`src/rtl/mptw_req_arbiter_if.sv`:
```
// Walk-transaction type and the requester/fetch-side bundle of the MPT walk arbiter.
package mpt_pkg;
  typedef struct packed {
    logic [1:0]  op;
    logic [31:0] mpt_addr;
    logic [7:0]  tag;
  } mptw_transaction_t;
endpackage

interface mptw_req_arbiter_if
  import mpt_pkg::*;
#(
  parameter int unsigned NUM_REQ = 4,
  parameter int unsigned IDX_W   = $clog2(NUM_REQ)
);
  logic              [NUM_REQ-1:0] req_valid_i;
  mptw_transaction_t [NUM_REQ-1:0] req_transaction_i;
  logic              [NUM_REQ-1:0] req_ready_o;
  logic                            mptw_valid_o;
  mptw_transaction_t               mptw_transaction_o;
  logic                            mptw_ready_i;
  logic              [IDX_W-1:0]   grant_id_o;

  modport slave (
    input  req_valid_i, req_transaction_i, mptw_ready_i,
    output req_ready_o, mptw_valid_o, mptw_transaction_o, grant_id_o
  );

  modport master (
    output req_valid_i, req_transaction_i, mptw_ready_i,
    input  req_ready_o, mptw_valid_o, mptw_transaction_o, grant_id_o
  );
endinterface

```
`src/rtl/mptw_req_arbiter.sv`:
```
// Round-robin arbiter feeding one registered MPT walk transaction to the fetch stage.
module mptw_req_arbiter
  import mpt_pkg::*;
#(
  parameter int unsigned NUM_REQ = 4,
  parameter int unsigned IDX_W   = $clog2(NUM_REQ)
) (
  input  logic                clk_i,
  input  logic                rst_i,
  input  logic                flush_i,
  output logic                busy_o,
  mptw_req_arbiter_if.slave   bus
);

  logic              r_out_valid;
  mptw_transaction_t r_out_txn;
  logic [IDX_W-1:0]  r_out_id;
  logic [IDX_W-1:0]  r_last_grant;

  logic               w_load_en;
  logic               w_found;
  logic               w_accept;
  logic [IDX_W-1:0]   w_win;
  logic [IDX_W-1:0]   w_idx;
  logic [NUM_REQ-1:0] w_ready;
  int unsigned        w_pos;

  // Search starts one past the last granted requester and wraps.
  always_comb begin
    w_found = 1'b0;
    w_win   = '0;
    w_idx   = '0;
    w_pos   = 0;
    for (int unsigned i = 0; i < NUM_REQ; i++) begin
      w_pos = (32'(r_last_grant) + 32'd1 + i) % NUM_REQ;
      w_idx = IDX_W'(w_pos);
      if (!w_found && bus.req_valid_i[w_idx]) begin
        w_found = 1'b1;
        w_win   = w_idx;
      end
    end
  end

  assign w_load_en = (~r_out_valid | bus.mptw_ready_i) & ~flush_i;
  assign w_accept  = w_load_en & w_found & ~rst_i;

  always_comb begin
    w_ready = '0;
    if (w_accept) begin
      w_ready[w_win] = 1'b1;
    end
  end

  always_ff @(posedge clk_i or posedge rst_i) begin
    if (rst_i) begin
      r_out_valid  <= 1'b0;
      r_out_txn    <= '0;
      r_out_id     <= '0;
      r_last_grant <= IDX_W'(NUM_REQ - 1);
    end else if (flush_i) begin
      r_out_valid <= 1'b0;
    end else if (w_accept) begin
      r_out_valid  <= 1'b1;
      r_out_txn    <= bus.req_transaction_i[w_win];
      r_out_id     <= w_win;
      r_last_grant <= w_win;
    end else if (r_out_valid && bus.mptw_ready_i) begin
      r_out_valid <= 1'b0;
    end
  end

  assign bus.req_ready_o        = w_ready;
  assign bus.mptw_valid_o       = r_out_valid;
  assign bus.mptw_transaction_o = r_out_txn;
  assign bus.grant_id_o         = r_out_id;
  assign busy_o                 = ~rst_i & (r_out_valid | (|bus.req_valid_i));

endmodule

```
`src/flat_wrapper.sv`:
```
// flat-port wrapper written by rule: the top's interface ports become plain ports
module mptw_req_arbiter_flat import mpt_pkg::*;
#(
  parameter int unsigned NUM_REQ = 4,
  parameter int unsigned IDX_W   = $clog2(NUM_REQ)
)
  (clk_i, rst_i, flush_i, busy_o, bus_req_valid_i, bus_req_transaction_i, bus_mptw_ready_i, bus_req_ready_o, bus_mptw_valid_o, bus_mptw_transaction_o, bus_grant_id_o);
  mptw_req_arbiter_if #(.NUM_REQ(NUM_REQ), .IDX_W(IDX_W)) bus_i ();
  input  logic clk_i;
  input  logic rst_i;
  input  logic flush_i;
  output logic busy_o;
  input wire logic [$bits(bus_i.req_valid_i)-1:0] bus_req_valid_i;
  input wire logic [$bits(bus_i.req_transaction_i)-1:0] bus_req_transaction_i;
  input wire logic [$bits(bus_i.mptw_ready_i)-1:0] bus_mptw_ready_i;
  output wire logic [$bits(bus_i.req_ready_o)-1:0] bus_req_ready_o;
  output wire logic [$bits(bus_i.mptw_valid_o)-1:0] bus_mptw_valid_o;
  output wire logic [$bits(bus_i.mptw_transaction_o)-1:0] bus_mptw_transaction_o;
  output wire logic [$bits(bus_i.grant_id_o)-1:0] bus_grant_id_o;
  assign bus_i.req_valid_i = bus_req_valid_i;
  assign bus_i.req_transaction_i = bus_req_transaction_i;
  assign bus_i.mptw_ready_i = bus_mptw_ready_i;
  assign bus_req_ready_o = bus_i.req_ready_o;
  assign bus_mptw_valid_o = bus_i.mptw_valid_o;
  assign bus_mptw_transaction_o = bus_i.mptw_transaction_o;
  assign bus_grant_id_o = bus_i.grant_id_o;
  mptw_req_arbiter #(.NUM_REQ(NUM_REQ), .IDX_W(IDX_W)) u_core (.clk_i(clk_i), .rst_i(rst_i), .flush_i(flush_i), .busy_o(busy_o), .bus(bus_i));
endmodule
```
`config.mk`:
```
export PLATFORM = sky130hd
export DESIGN_NAME = mptw_req_arbiter_flat
export DESIGN_NICKNAME = d
export VERILOG_FILES = /design/src/rtl/mptw_req_arbiter_if.sv /design/src/rtl/mptw_req_arbiter.sv /design/src/flat_wrapper.sv
export SDC_FILE = /design/constraint.sdc
export NUM_CORES = 1
export LEC_CHECK = 0
export ABC_CLOCK_PERIOD_IN_PS = 3000
export BUFFER_PORTS_ARGS = -buffer_cell sky130_fd_sc_hd__buf_2
export CAP_MARGIN = 20
export CORE_MARGIN = 4
export CORE_UTILIZATION = 30
export CTS_CLUSTER_DIAMETER = 120
export DETAILED_ROUTE_END_ITERATION = 6
export PLACE_DENSITY = 0.61
export SLEW_MARGIN = 40
export SYNTH_ARGS = -nofsm -noshare
export SYNTH_HDL_FRONTEND = slang
export SYNTH_SLANG_ARGS = --single-unit
```
`constraint.sdc`:
```
create_clock -name clk_i -period 3 [get_ports clk_i]
set_input_delay 0.3 -clock clk_i [delete_from_list [all_inputs] [get_ports clk_i]]
set_output_delay 0.3 -clock clk_i [all_outputs]
set_load 0.05 [all_outputs]
```
Word level (Yosys, flattened, before mapping)
Cells that the tools add are included.
- bitwise logic cells: 9
- multiplexer cells: 24
- add/subtract/negate cells: 4
- reduce and logical (&&, ||, !) cells: 11
- magnitude comparators: 6
- operators with widths (kind ; count):
    $bmux W42 S2 ; 1
    $mux W42 ; 1
    $lt A2 B3 Y1 const B ; 5
    $mux W1 ; 12
    $bmux W1 S2 ; 4
    $mux W2 ; 4
    $logic_and A1 B1 Y1 ; 5
    $add A2 B1 Y2 const B ; 2
    $add A2 B2 Y2 const B ; 2
    $and A1 B1 Y1 ; 4
    $mux W4 ; 1
    $reduce_or A4 Y1 ; 1
    $logic_not A1 Y1 ; 3
    $not A1 Y1 ; 3
    $reduce_bool A3 Y1 ; 1
    $demux W1 S2 ; 1
    $ge A2 B1 Y1 const B ; 1
    $or A1 B1 Y1 ; 2
    $reduce_and A2 Y1 ; 1
- register bits after elaboration: 47
- logic and storage cells: 60

Depth between registers and ports, before layout
- word-level depth: 18
- depth in mapped cells: 8
- gate-level depth less buffers: 5

Worst setup path after synthesis
OpenSTA, ideal clock, no wires.
- kind: register -> output
- start point: register u_core.r_out_valid, in the netlist u_core.bus.mptw_valid_o
- end point: output bus_req_ready_o[0]
- data required time: 2.700 ns
- data arrival time: 2.251 ns
- path buffers: 2
- setup slack: 0.449 ns
- stages on the path, launching flop included: 7
- cell sequence: dfrtp_1 -> nor2b_1 -> or3_1 -> a21oi_1 -> buf_2 -> buf_1 -> and2_1
- longest elaborated chain between the ends: 6
- ends and longest elaborated chain (what ; RTL line ; source):
    start: declaration ; mptw_req_arbiter.sv:15 ; logic r_out_valid;
    start signal: assignment ; mptw_req_arbiter.sv:56 ; r_out_valid <= 1'b0;
    start signal: assignment ; mptw_req_arbiter.sv:61 ; r_out_valid <= 1'b0;
    start signal: assignment ; mptw_req_arbiter.sv:63 ; r_out_valid <= 1'b1;
    $not A1 Y1 ; mptw_req_arbiter.sv:44 ; assign w_load_en = (~r_out_valid | bus.mptw_ready_i) & ~flush_i;
    $or A1 B1 Y1 ; mptw_req_arbiter.sv:44 ;
    $and A1 B1 Y1 ; mptw_req_arbiter.sv:44 ;
    $and A1 B1 Y1 (2 in a row) ; mptw_req_arbiter.sv:45 ; assign w_accept = w_load_en & w_found & ~rst_i;
    $mux W4 ; mptw_req_arbiter.sv:49 ; if (w_accept) begin
    end: declaration ; flat_wrapper.sv:16 ; output wire logic [$bits(bus_i.req_ready_o)-1:0] bus_req_ready_o;
No other way between the ends.

Worst setup path after layout
- start point: register u_core.r_last_grant[0]
- end point: output bus_req_ready_o[3]
- longest elaborated chain between the ends: 18
- ends and longest elaborated chain (what ; RTL line ; source):
    start: declaration ; mptw_req_arbiter.sv:18 ; logic [IDX_W-1:0] r_last_grant;
    start signal: assignment ; mptw_req_arbiter.sv:59 ; r_last_grant <= IDX_W'(NUM_REQ - 1);
    start signal: assignment ; mptw_req_arbiter.sv:66 ; r_last_grant <= w_win;
    $add A2 B1 Y2 (*) ; mptw_req_arbiter.sv:35 ; w_pos = (32'(r_last_grant) + 32'd1 + i) % NUM_REQ;
    branches (longest 16 deep; another with $lt A2 B3 Y1) ; n/a ;
    $mux W4 (*) ; mptw_req_arbiter.sv:49 ;
Every way passes the cells marked *. The select of a mux whose other input is x is not followed.

==> run metrics <==
Mapped Cells between 300 and 400; final max-slew violation count 0; gr ovfl total 0; worst hold path type input port to async pin; die area between 10,000 and 15,000 um^2; Ys Warns 0; Avg Inst Size Synth about 8.8 um^2; reg2reg start u_core.r_last_grant[1]$_DFFE_PP1P_; drt total wl about 12 mm; worst hold slack 0.115 ns; clock sink total 47; IO Count ~230; # diodes 0; Worst Skew 0.00516 ns; Initial DRC Count between 150 and 200; HPWL after detailed placement a little over 9 mm; Die Wd between 100 and 150 um; Final Setup Violations 0; RePlAce Congestion 0.830; Worst R2R Path Depth 6; CTS Buffer Depth 2; hold buffers post-CTS 0; Avg WL per Cell 16.1 um; Worst Tran Pin Value 0.719 ns; Num CTS Buffers 5; Unique masters post-synth 35; via/cell ratio 4.97; clock latency at the later pin of the worst-skew pair between 0.2 and 0.3 ns; CP Depth 6; LEAKAGE approximately 2.2 nW; TritonCTS clock tree done; Site Rows 38; setup bufs post-CTS 0; Cell Area, Synth roughly 3400 um^2; Worst path slowest cell dfstp_2; filler instances about 1,100; H-tree levels 2; crit path max fanout 20; CP Launch Type register; worst endpoint required time 2.70 ns; final hold violations 0; post-CTS resize count 0; largest net degree at the start of global routing 48; number of global-route vias before repair 3,680; Worst Path Buf+Inv 2; number of synthesized register bits 47; Crit Path Class register to output pin; Post-Syn Nets roughly 560; fin crit period ~2.6 ns; sequence of cells on the critical path nor2b_1, a2111oi_4, buf_4, nand2_1, nor2_1, buf_2; fraction of layout cells with a size suffix above 1 between 50% and 60%; Rel. slew slack roughly half; antenna violations before repair 1; area grow syn2layout 42.3%; R2R setup slack between 0.7 and 0.8 ns; Post-synth EDFFs 0; Worst setup EP type output pin; worst flop-to-flop path endpoint u_core.bus.mptw_transaction_o[39]$_DFFE_PP0P_; GR Util All Layers between 15 and 20%; Seq/Total Area, Yosys about a third; crit-path max cell delay about 0.66 ns; number of max-cap violations 0; status complete, no violations; area of placed instances ~4600 um^2; CP Data Arrival Time approximately 2.3 ns; Top FF cell, synth dfrtp_1; Initial DRT Pass Iterations 4; TNS Setup 0 ns; clk root buf clkbuf_16; Post-synth ARST share 100%; multi-input logic area 2000 um^2; register area approximately 1200 um^2; ANT nets after route 0; post-route design area around 4800 um^2; starting density of the core between 30 and 40%; first-pass GRT wire length 18.2 mm; unrepaired setup endpoints after global routing no; core area about 11,000 um^2; Remaining DRCs 0; cell family with most CP delay flip-flops; final net count 770; IO buf count roughly 230; f_max 380 MHz; Pwr per Cell Area 760 nW/um^2; Tcrit/Tclk final ~88%; Clk pin slew, worst setup/hold paths 0.07 ns; DR vias 3,654; DIE HEIGHT approximately 110 um; Max VDD drop 363 uV
layout make-up:
type                       count  share of cell area (%)
timing repair buffer         238                    25.9
multi-input combinational    294                    41.8
clock buffer                   7                    2.77
tap                          140                    3.65
inverter                       8                   0.679
sequential                    47                    24.6
clock inverter                 1                   0.626
worst max path at each step:
stage                                                   start                                       endpoint
final                      u_core.r_last_grant[0]$_DFFE_PP1P_                             bus_req_ready_o[3]
after global routing       u_core.r_last_grant[0]$_DFFE_PP1P_                             bus_req_ready_o[3]
after CTS                  u_core.r_last_grant[0]$_DFFE_PP1P_                             bus_req_ready_o[3]
after detailed placement                   bus_req_valid_i[3]  u_core.bus.mptw_transaction_o[39]$_DFFE_PP0P_
after global placement     u_core.r_last_grant[0]$_DFFE_PP1P_                             bus_req_ready_o[3]
after floorplan           u_core.bus.mptw_valid_o$_DFFE_PP0P_                             bus_req_ready_o[0]
registers in the layout, summed over array words and instances (netlist names):
name,flops
u_core.bus.grant_id_o,2
u_core.bus.mptw_transaction_o,42
u_core.bus.mptw_valid_o,1
u_core.r_last_grant,2
logic make-up (layout without fill, tap and decap cells):
family,Yosys count,after routing,synth area share [%]
flip-flops,47,47,35.0
buffers and inverters,41,254,6.39
AND/OR/NAND/NOR,145,145,16.9
multiplexers,43,43,14.5
AO/OA/AOI/OAI,106,106,27.3
synthesized netlist by cell type, types with 2 or more instances:
master	n	area, um^2
nor2_1	49	184
o21ai_0	4	20.0
dfstp_2	2	52.6
a21o_1	2	15.0
mux2_2	41	462
a31oi_2	22	275
buf_6	6	67.6
clkbuf_1	14	52.6
buf_2	10	50.1
a31oi_1	20	125
inv_1	8	30.0
buf_1	2	7.51
a21oi_1	6	30.0
nor2b_1	4	25.0
dfrtp_1	45	1130
nand2_1	87	327
a22oi_1	42	315
routing by layer:
metal | GRT usage, % | wire, um
met1 | 21.8 | 4780
met2 | 30.8 | 5910
met3 | 4.08 | 1010
met4 | 3.01 | 84
met5 | 0 | 13
metrics by stage:
| stage | power (mW) | cells | worst slack, ns | util (%) |
|---|---|---|---|---|
| 2_1_floorplan | 2.49 | 382 | 0.449 | - |
| 3_3_place_gp | 2.99 | 726 | 0.769 | 42.2 |
| 3_5_place_dp | 3.04 | 727 | 0.631 | 42.3 |
| 4_1_cts | 3.69 | 735 | 0.387 | 43.8 |
| 5_1_grt | 3.87 | 735 | 0.253 | 43.8 |
| 6_report | 3.64 | 735 | 0.370 | 43.8 |
report_power, final:
part | total [mW] | internal (mW) | switching (mW)
registers | 0.951 | 0.827 | 0.124
logic | 2.06 | 0.687 | 1.37
clock network | 0.633 | 0.395 | 0.239
worst register-to-register path, stage by stage, from the launching register on:
cell and delay (ns):
dfstp_2 0.65, and3b_1 0.29, a2111o_1 0.49, buf_12 0.24
nand2_1 0.07, mux2_2 0.25, a31oi_1 0.17
placed cells by master, fill, tap and decap left out, types with 2 or more instances in the layout:
master       n
a21o_1       2
a21oi_1      5
a21oi_4      2
a22oi_1     42
a31oi_1     20
a31oi_2     22
buf_2      225
buf_4       11
clkbuf_1     2
clkbuf_16    5
dfrtp_1     45
dfstp_2      2
inv_1        7
mux2_2      41
nand2_1     87
nor2_1      49
nor2b_1      4
o21ai_0      4
No activity file was read; power rests on OpenSTA's default activity.
